**src/rtl/viterbi_conv_encoder_k9_if.sv**
```systemverilog
// ============================================================================
// Module   : viterbi_conv_encoder_k9_if
// Brief    : Bit-in / symbol-out bundle for the K=9 rate-1/2 convolutional encoder.
// Revision : 1.0 - initial release
// ============================================================================
`default_nettype none

interface viterbi_conv_encoder_k9_if #(
  parameter int K = 9
);
  logic         x;
  logic [1:0]   y;
  logic [K-1:0] wa;
  logic [K-1:0] wb;
  logic [K-1:0] shreg;

  modport master (
    output x,
    input  y,
    input  wa,
    input  wb,
    input  shreg
  );

  modport slave (
    input  x,
    output y,
    output wa,
    output wb,
    output shreg
  );
endinterface

`default_nettype wire

```
**src/rtl/viterbi_conv_encoder_k9.sv**
```systemverilog
// ============================================================================
// Module   : viterbi_conv_encoder_k9
// Brief    : Rate-1/2, K=9 feed-forward convolutional encoder, one bit per clock.
// Revision : 1.0 - initial release
// ============================================================================
`default_nettype none

module viterbi_conv_encoder_k9 #(
  parameter int           K  = 9,
  parameter logic [K-1:0] WA = 9'o753,
  parameter logic [K-1:0] WB = 9'o561
) (
  input  wire logic                 clk,
  input  wire logic                 rst_n,
  viterbi_conv_encoder_k9_if.slave  enc
);

  logic [K-1:0] r_shreg;
  logic         w_branch_a;
  logic         w_branch_b;

  // Bit k of the register holds the input delayed by k clocks.
  always_ff @(posedge clk or negedge rst_n) begin
    if (!rst_n) begin
      r_shreg <= '0;
    end else begin
      r_shreg <= {r_shreg[K-2:0], enc.x};
    end
  end

  assign w_branch_a = ^(r_shreg & WA);
  assign w_branch_b = ^(r_shreg & WB);

  assign enc.y     = {w_branch_a, w_branch_b};
  assign enc.wa    = WA;
  assign enc.wb    = WB;
  assign enc.shreg = r_shreg;

endmodule

`default_nettype wire

```
**src/flat_wrapper.sv**
```systemverilog
// flat-port wrapper written by rule: the top's interface ports become plain ports
module viterbi_conv_encoder_k9_flat 
#(
  parameter int           K  = 9,
  parameter logic [K-1:0] WA = 9'o753,
  parameter logic [K-1:0] WB = 9'o561
)
  (clk, rst_n, enc_x, enc_y, enc_wa, enc_wb, enc_shreg);
  viterbi_conv_encoder_k9_if #(.K(K)) enc_i ();
  input  wire logic clk;
  input  wire logic rst_n;
  input wire logic [$bits(enc_i.x)-1:0] enc_x;
  output wire logic [$bits(enc_i.y)-1:0] enc_y;
  output wire logic [$bits(enc_i.wa)-1:0] enc_wa;
  output wire logic [$bits(enc_i.wb)-1:0] enc_wb;
  output wire logic [$bits(enc_i.shreg)-1:0] enc_shreg;
  assign enc_i.x = enc_x;
  assign enc_y = enc_i.y;
  assign enc_wa = enc_i.wa;
  assign enc_wb = enc_i.wb;
  assign enc_shreg = enc_i.shreg;
  viterbi_conv_encoder_k9 #(.K(K), .WA(WA), .WB(WB)) u_core (.clk(clk), .rst_n(rst_n), .enc(enc_i));
endmodule
```
**config.mk**
```make
export PLATFORM = sky130hd
export DESIGN_NAME = viterbi_conv_encoder_k9_flat
export DESIGN_NICKNAME = d
export VERILOG_FILES = /design/src/rtl/viterbi_conv_encoder_k9_if.sv /design/src/rtl/viterbi_conv_encoder_k9.sv /design/src/flat_wrapper.sv
export SDC_FILE = /design/constraint.sdc
export NUM_CORES = 1
export LEC_CHECK = 0
export CORE_MARGIN = 4
export CORE_UTILIZATION = 30
export CTS_CLUSTER_DIAMETER = 30
export CTS_CLUSTER_SIZE = 28
export DETAILED_ROUTE_END_ITERATION = 8
export MAX_ROUTING_LAYER = met4
export PLACE_DENSITY = 0.72
export REMOVE_ABC_BUFFERS = 1
export SETUP_SLACK_MARGIN = 0.4
export SLEW_MARGIN = 20
export SYNTH_ARGS = -nofsm -noshare
export SYNTH_HDL_FRONTEND = slang
export SYNTH_SLANG_ARGS = --single-unit
```
**constraint.sdc**
```tcl
create_clock -name clk -period 1.4 [get_ports clk]
set_input_delay 0.42 -clock clk [delete_from_list [all_inputs] [get_ports clk]]
set_output_delay 0.42 -clock clk [all_outputs]
set_load 0.005 [all_outputs]
```
==> results of run 1 <==
## repair_timing
action	CTS	global route
buffers inserted	7	5
endpoints found under the setup margin	11	11
pin swaps	5	4
resized for setup	60	4
## stage by stage
stage          instances  hold slack [ns]
2_1_floorplan         32            0.124
3_3_place_gp          69            0.361
3_5_place_dp          69            0.369
4_1_cts               80            0.380
5_1_grt               85            0.404
6_report              85            0.375
## placed cells by master, fill, tap and decap left out, drive strengths merged
master	instances
clkinv	1
conb	18
clkdlybuf4s50	2
dfrtp	9
xor3	1
buf	30
clkbuf	4
xnor2	2
xnor3	2
## per-layer routing
| layer | share of wire (%) | vias to the layer above | global-route usage, % |
|---|---|---|---|
| met2 | 57 | 21 | 15.4 |
| li1 | - | 141 | - |
| met3 | 13 | 0 | 3.32 |
| met1 | 31 | 144 | 10.3 |
| met5 | 0 | - | - |
| met4 | 0 | 0 | 8.06 |
## logic make-up (layout without fill, tap and decap cells)
family | after synthesis | count (layout) | share of synthesized area (%)
xor+xnor | 5 | 5 | 20.9
buf+inv | 20 | 37 | 31.0
flops | 9 | 9 | 46.5
other cells | 2 | 18 | 1.55
## worst max-delay path: stages, from the launching register on
cell,delay [ns]
dfrtp_1,0.42
xnor2_2,0.19
buf_4,0.13
xnor3_1,0.36
buf_2,0.13
## worst max path at each step
stage	startpoint	slack, ns	depth (start not counted)	to
6_report	u_core.enc.shreg[0]$_DFF_PN0_	-0.51	4	enc_y[1]
3_3_place_gp	u_core.enc.shreg[0]$_DFF_PN0_	-0.47	3	enc_y[1]
3_5_place_dp	u_core.enc.shreg[0]$_DFF_PN0_	-0.49	3	enc_y[1]
4_1_cts	u_core.enc.shreg[1]$_DFF_PN0_	-0.58	3	enc_y[1]
5_1_grt	u_core.enc.shreg[0]$_DFF_PN0_	-0.59	4	enc_y[1]
2_1_floorplan	u_core.enc.shreg[0]$_DFF_PN0_	-0.04	2	enc_y[1]
## power breakdown
group / total, mW / switching [mW] / internal, mW
sequential: 0.287 / 0.0133 / 0.273
clock: 0.195 / 0.0894 / 0.105
combinational: 0.189 / 0.0620 / 0.127
total: 0.670 / 0.165 / 0.506
## cell type report
| cell class | count | share of cell area (%) |
|---|---|---|
| flip-flops and latches | 9 | 29.5 |
| well taps | 16 | 2.62 |
| multi-input cells | 23 | 22.1 |
| clock buffers | 3 | 2.95 |
| repair buffers | 33 | 42.1 |
| clock inverters | 1 | 0.656 |
==> flow_summary.json, run 1 <==
{
  "drt_first_pass_iters": 3,
  "synth_flop_cell": "dfrtp_1",
  "reg2reg_from": "u_core.enc.shreg[4]$_DFF_PN0_",
  "cts-hold-fix-buffers": 0,
  "syn_inst": 36,
  "critPathMaxFanout": 2,
  "cp-start-kind": "flip-flop",
  "die_w_um": 48.2,
  "setup_slack_ns": -0.511,
  "grt_max_degree": 10,
  "synth_area_per_cell_sq_um": 13.5,
  "power_density_nw_per_um2": 878,
  "fin_crit_sh_pct": 136,
  "fin_util_pct": 50.1,
  "skew_ns": 0.00382,
  "die_area_sq_um": 2320,
  "ios": 32,
  "largest_register_ff_count": 9,
  "regToRegSetupSlack_ns": 0.55,
  "htreeDepth": 1,
  "max_cap_violations": 0,
  "syn2layout_area_growth_pct": 57.6,
  "place_hpwl_um": 602,
  "cts.path.max_buffers": 2,
  "seq_area_sq_um": 225,
  "core_sq_um": 1520,
  "grt_pass1_wl_mm": 1.37,
  "clock_latency_ns": 0.26,
  "wire_per_inst_um": 11.2,
  "rr_worst_depth": 3,
  "grt_pass1_vias": 294,
  "fmax_mhz": 523,
  "ant_nets": 0,
  "cts_sinks": 9,
  "finalPower_mw": 0.670,
  "synth-async-reset-ratio_pct": 100,
  "start_util_pct": 31.8,
  "tns_ns": -1.13,
  "violations": "setup timing",
  "min_period_ns": 1.91,
  "synthesis.area_sq_um": 484,
  "drc": 0,
  "die_h_um": 48.2,
  "fillers": 154,
  "seq_area_frac_synth_pct": 46.5,
  "slew_viol_final": 0,
  "grtUsageTotal_pct": 10.0,
  "drive_gt1_share_pct": 53.6,
  "critical_path_class": "flip-flop to output pin",
  "rsz0062_at_grt": "true",
  "yosysWarnings": 0,
  "hp-start": "u_core.enc.shreg[2]$_DFF_PN0_",
  "synth_top_area_share_pct": 46.5,
  "dpl_cell_area_sq_um": 604,
  "worstPathRequired_ns": 0.98,
  "antenna_found_initial": 0,
  "whs_endpoint": "u_core.enc.shreg[3]$_DFF_PN0_",
  "hold_viol": 0,
  "grt-ovfl-total": 0,
  "yosys.area.top_type": "dfrtp_1",
  "row_count": 14,
  "port_buffers": 13,
  "nNetsFinal": 73,
  "end_kind": "output pin",
  "leakage_nw": 0.422,
  "whs_path_depth": 0,
  "r2r_end": "u_core.enc.shreg[5]$_DFF_PN0_",
  "multi_input_area_sq_um": 169,
  "synth_edf_count": 0,
  "yosysMostFrequentCell": "buf_4",
  "final_cell_area_sq_um": 763,
  "arrival_ns": 1.49,
  "synth_common_cells": "20 x buf_4, 9 x dfrtp_1, 2 x conb_1, 2 x xnor2_2, 2 x xnor3_1",
  "vias": 306,
  "status": "finished with violations",
  "synth_area_leaders": "dfrtp_1 47%, buf_4 31%, xnor3_1 9.3%",
  "drtIter0Drc": 2,
  "n_antenna_cell": 0,
  "finalSetupViolCount": 6,
  "hp-class": "flip-flop to flip-flop",
  "wl_um": 955,
  "cts_tree": "yes",
  "max-vdd-ir-drop_v": 0.000561,
  "clkSlewWorstSetupHoldPaths_ns": 0.06,
  "ys_seq_elements": 9,
  "pre_cts_ws_ns": -0.491,
  "viasPerCell": 3.60,
  "gp_congestion": 0.701,
  "cts_root_buffer": "clkbuf_4",
  "cts_buffers": 3,
  "ys_types": 6
}
No activity file was read; power rests on OpenSTA's default activity.
==> run 2, diff against run 1 <==
--- a/config.mk
+++ b/config.mk
@@ -5,13 +5,12 @@
 export SDC_FILE = /design/constraint.sdc
 export NUM_CORES = 1
 export LEC_CHECK = 0
-export CORE_MARGIN = 4
 export CORE_UTILIZATION = 30
 export CTS_CLUSTER_DIAMETER = 30
 export CTS_CLUSTER_SIZE = 28
 export DETAILED_ROUTE_END_ITERATION = 8
 export MAX_ROUTING_LAYER = met4
-export PLACE_DENSITY = 0.72
+export PLACE_DENSITY = 0.69
 export REMOVE_ABC_BUFFERS = 1
 export SETUP_SLACK_MARGIN = 0.4
 export SLEW_MARGIN = 20
==> constraint.sdc (replaced) <==
create_clock -name clk -period 2.43 [get_ports clk]
set_input_delay 0.729 -clock clk [delete_from_list [all_inputs] [get_ports clk]]
set_output_delay 0.729 -clock clk [all_outputs]
set_load 0.005 [all_outputs]
==> run 2 against run 1 <==
Net effect:
- the flow now finishes without violations
- count of clock-buffer cells in the layout grew 1
- non-clock buffer count shrank 14
- clock skew decreased by 0.0018 ns
- final cell count shrank 16%
- critical path depth decreased by 1
- sequential power shrank 43%
- register-to-register slack improved by 1.1 ns
- global-route usage down 1.5 points
- clock power down 43%
- critical path type unchanged
==> flow_summary.json, run 2 (synthesis gave the netlist of run 1 again) <==
{
  "cts_buffers": 3,
  "htreeDepth": 1,
  "ios": 32,
  "p_comb_share_pct": 22.2,
  "crit_buf_inv": 1,
  "setup_slack_ns": 0.199,
  "status": "completed",
  "switching_share_pct": 23.3,
  "wl_um": 661,
  "n_antenna_cell": 0,
  "leakage_nw": 0.329,
  "multi_input_area_sq_um": 169,
  "grt_pass1_wl_mm": 1.05,
  "fin_util_pct": 40.4,
  "cts.path.max_buffers": 2,
  "fin_crit_sh_pct": 91.8,
  "grt_max_degree": 10,
  "vias": 240,
  "grt_pass1_vias": 241,
  "path_common_cell": "xnor3_1",
  "critPathMaxFanout": 2,
  "cts_root_buffer": "clkbuf_4",
  "antenna_found_initial": 0,
  "place_hpwl_um": 483,
  "placedCellCount": 61,
  "dpl_cell_area_sq_um": 544,
  "clkSlewWorstSetupHoldPaths_ns": 0.06,
  "hold_viol": 0,
  "drtIter0Drc": 2,
  "max-vdd-ir-drop_v": 0.000239,
  "rsz0062_at_grt": "true",
  "core_sq_um": 1510,
  "seq_area_sq_um": 225,
  "crit_chain": "xnor3_1 -> xnor3_1 -> buf_2",
  "cts_tree": "yes",
  "drc": 0,
  "pwr-share-seq_pct": 46.2,
  "grtUsageTotal_pct": 8.47,
  "min_period_ns": 2.23,
  "p_int_mw": 0.274,
  "drt_first_pass_iters": 3,
  "mostFrequentLayoutCells": "18 x conb_1, 10 x clkdlybuf4s50_1, 9 x dfrtp_1, 6 x buf_4, 3 x clkbuf_4",
  "syn2layout_area_growth_pct": 25.6,
  "ant_nets": 0,
  "cp-start-kind": "flip-flop",
  "drive_gt1_share_pct": 23.6,
  "die_area_sq_um": 1780,
  "wire_per_inst_um": 9.31,
  "critical_path_class": "flip-flop to output pin",
  "slowest_delay_ns": 0.38,
  "crit_slowest_cell": "dfrtp_1",
  "slew_viol_final": 0,
  "row_count": 14,
  "switching_power_mw": 0.0830,
  "gp_congestion": 0.753,
  "finalSetupViolCount": 0,
  "regToRegSetupSlack_ns": 1.64,
  "start_util_pct": 32.1,
  "grt-ovfl-total": 0,
  "skew_ns": 0.00204,
  "max_cap_violations": 0,
  "final_cell_area_sq_um": 608,
  "worstPathRequired_ns": 1.70,
  "final_cells": 71,
  "cts_sinks": 9,
  "clock_latency_ns": 0.26,
  "layout_commonest_cell": "conb_1",
  "viasPerCell": 3.38,
  "nNetsFinal": 59,
  "pre_cts_ws_ns": 0.207,
  "end_kind": "output pin",
  "fmax_mhz": 448,
  "holdWs_ns": 0.375,
  "arrival_ns": 1.50,
  "cp_top_family": "XOR/XNOR gates",
  "tns_ns": 0,
  "clkPwrFrac_pct": 31.5,
  "die_w_um": 42.2,
  "hp-class": "flip-flop to flip-flop",
  "largest_register_ff_count": 9,
  "power_density_nw_per_um2": 586,
  "finalPower_mw": 0.357,
  "fillers": 157,
  "die_h_um": 42.2,
  "port_buffers": 13
}
==> run 2: layout make-up <==
| class | instances | area share, % |
|---|---|---|
| multi-input cells | 23 | 27.8 |
| repair buffers | 19 | 27.6 |
| flip-flops and latches | 9 | 37.0 |
| clock buffers | 4 | 4.32 |
| well taps | 16 | 3.29 |
==> run 2: metal layers <==
metal  GRT usage, %  up-vias  share of wire (%)
li1               -      109                  -
met4           1.88        0                  0
met2           13.5       20                 52
met1           8.96      111                 37
met5              -        -                  0
met3           5.17        0                 11
==> run 2: power by group through the flow <==
| stage | combinational [mW] | clock, mW | sequential [mW] |
|---|---|---|---|
| 3_3_place_gp | 0.0792 | 0 | 0.168 |
| 5_1_grt | 0.0856 | 0.129 | 0.166 |
| 6_report | 0.0793 | 0.112 | 0.165 |
| 3_5_place_dp | 0.0792 | 0 | 0.168 |
| 4_1_cts | 0.0780 | 0.117 | 0.165 |
| 2_1_floorplan | 0.0354 | 0 | 0.168 |
==> run 2: worst paths after layout <==
check	startpoint	end	depth (start not counted)
min in group asynchronous	rst_n	u_core.enc.shreg[8]$_DFF_PN0_	1
setup reg to reg	u_core.enc.shreg[5]$_DFF_PN0_	u_core.enc.shreg[6]$_DFF_PN0_	2
hold / removal	u_core.enc.shreg[2]$_DFF_PN0_	u_core.enc.shreg[3]$_DFF_PN0_	0
max in group asynchronous	rst_n	u_core.enc.shreg[6]$_DFF_PN0_	1
setup / recovery	u_core.enc.shreg[7]$_DFF_PN0_	enc_y[1]	3
hold reg to reg	u_core.enc.shreg[2]$_DFF_PN0_	u_core.enc.shreg[3]$_DFF_PN0_	0
==> run 2: what timing repair did <==
| action | CTS | global route |
|---|---|---|
| hold buffers | 0 | 0 |
| pin swaps | 4 | 2 |
| endpoints found under the setup margin | 2 | 3 |
| setup buffers | 4 | 2 |
| gates resized for setup | 6 | 1 |
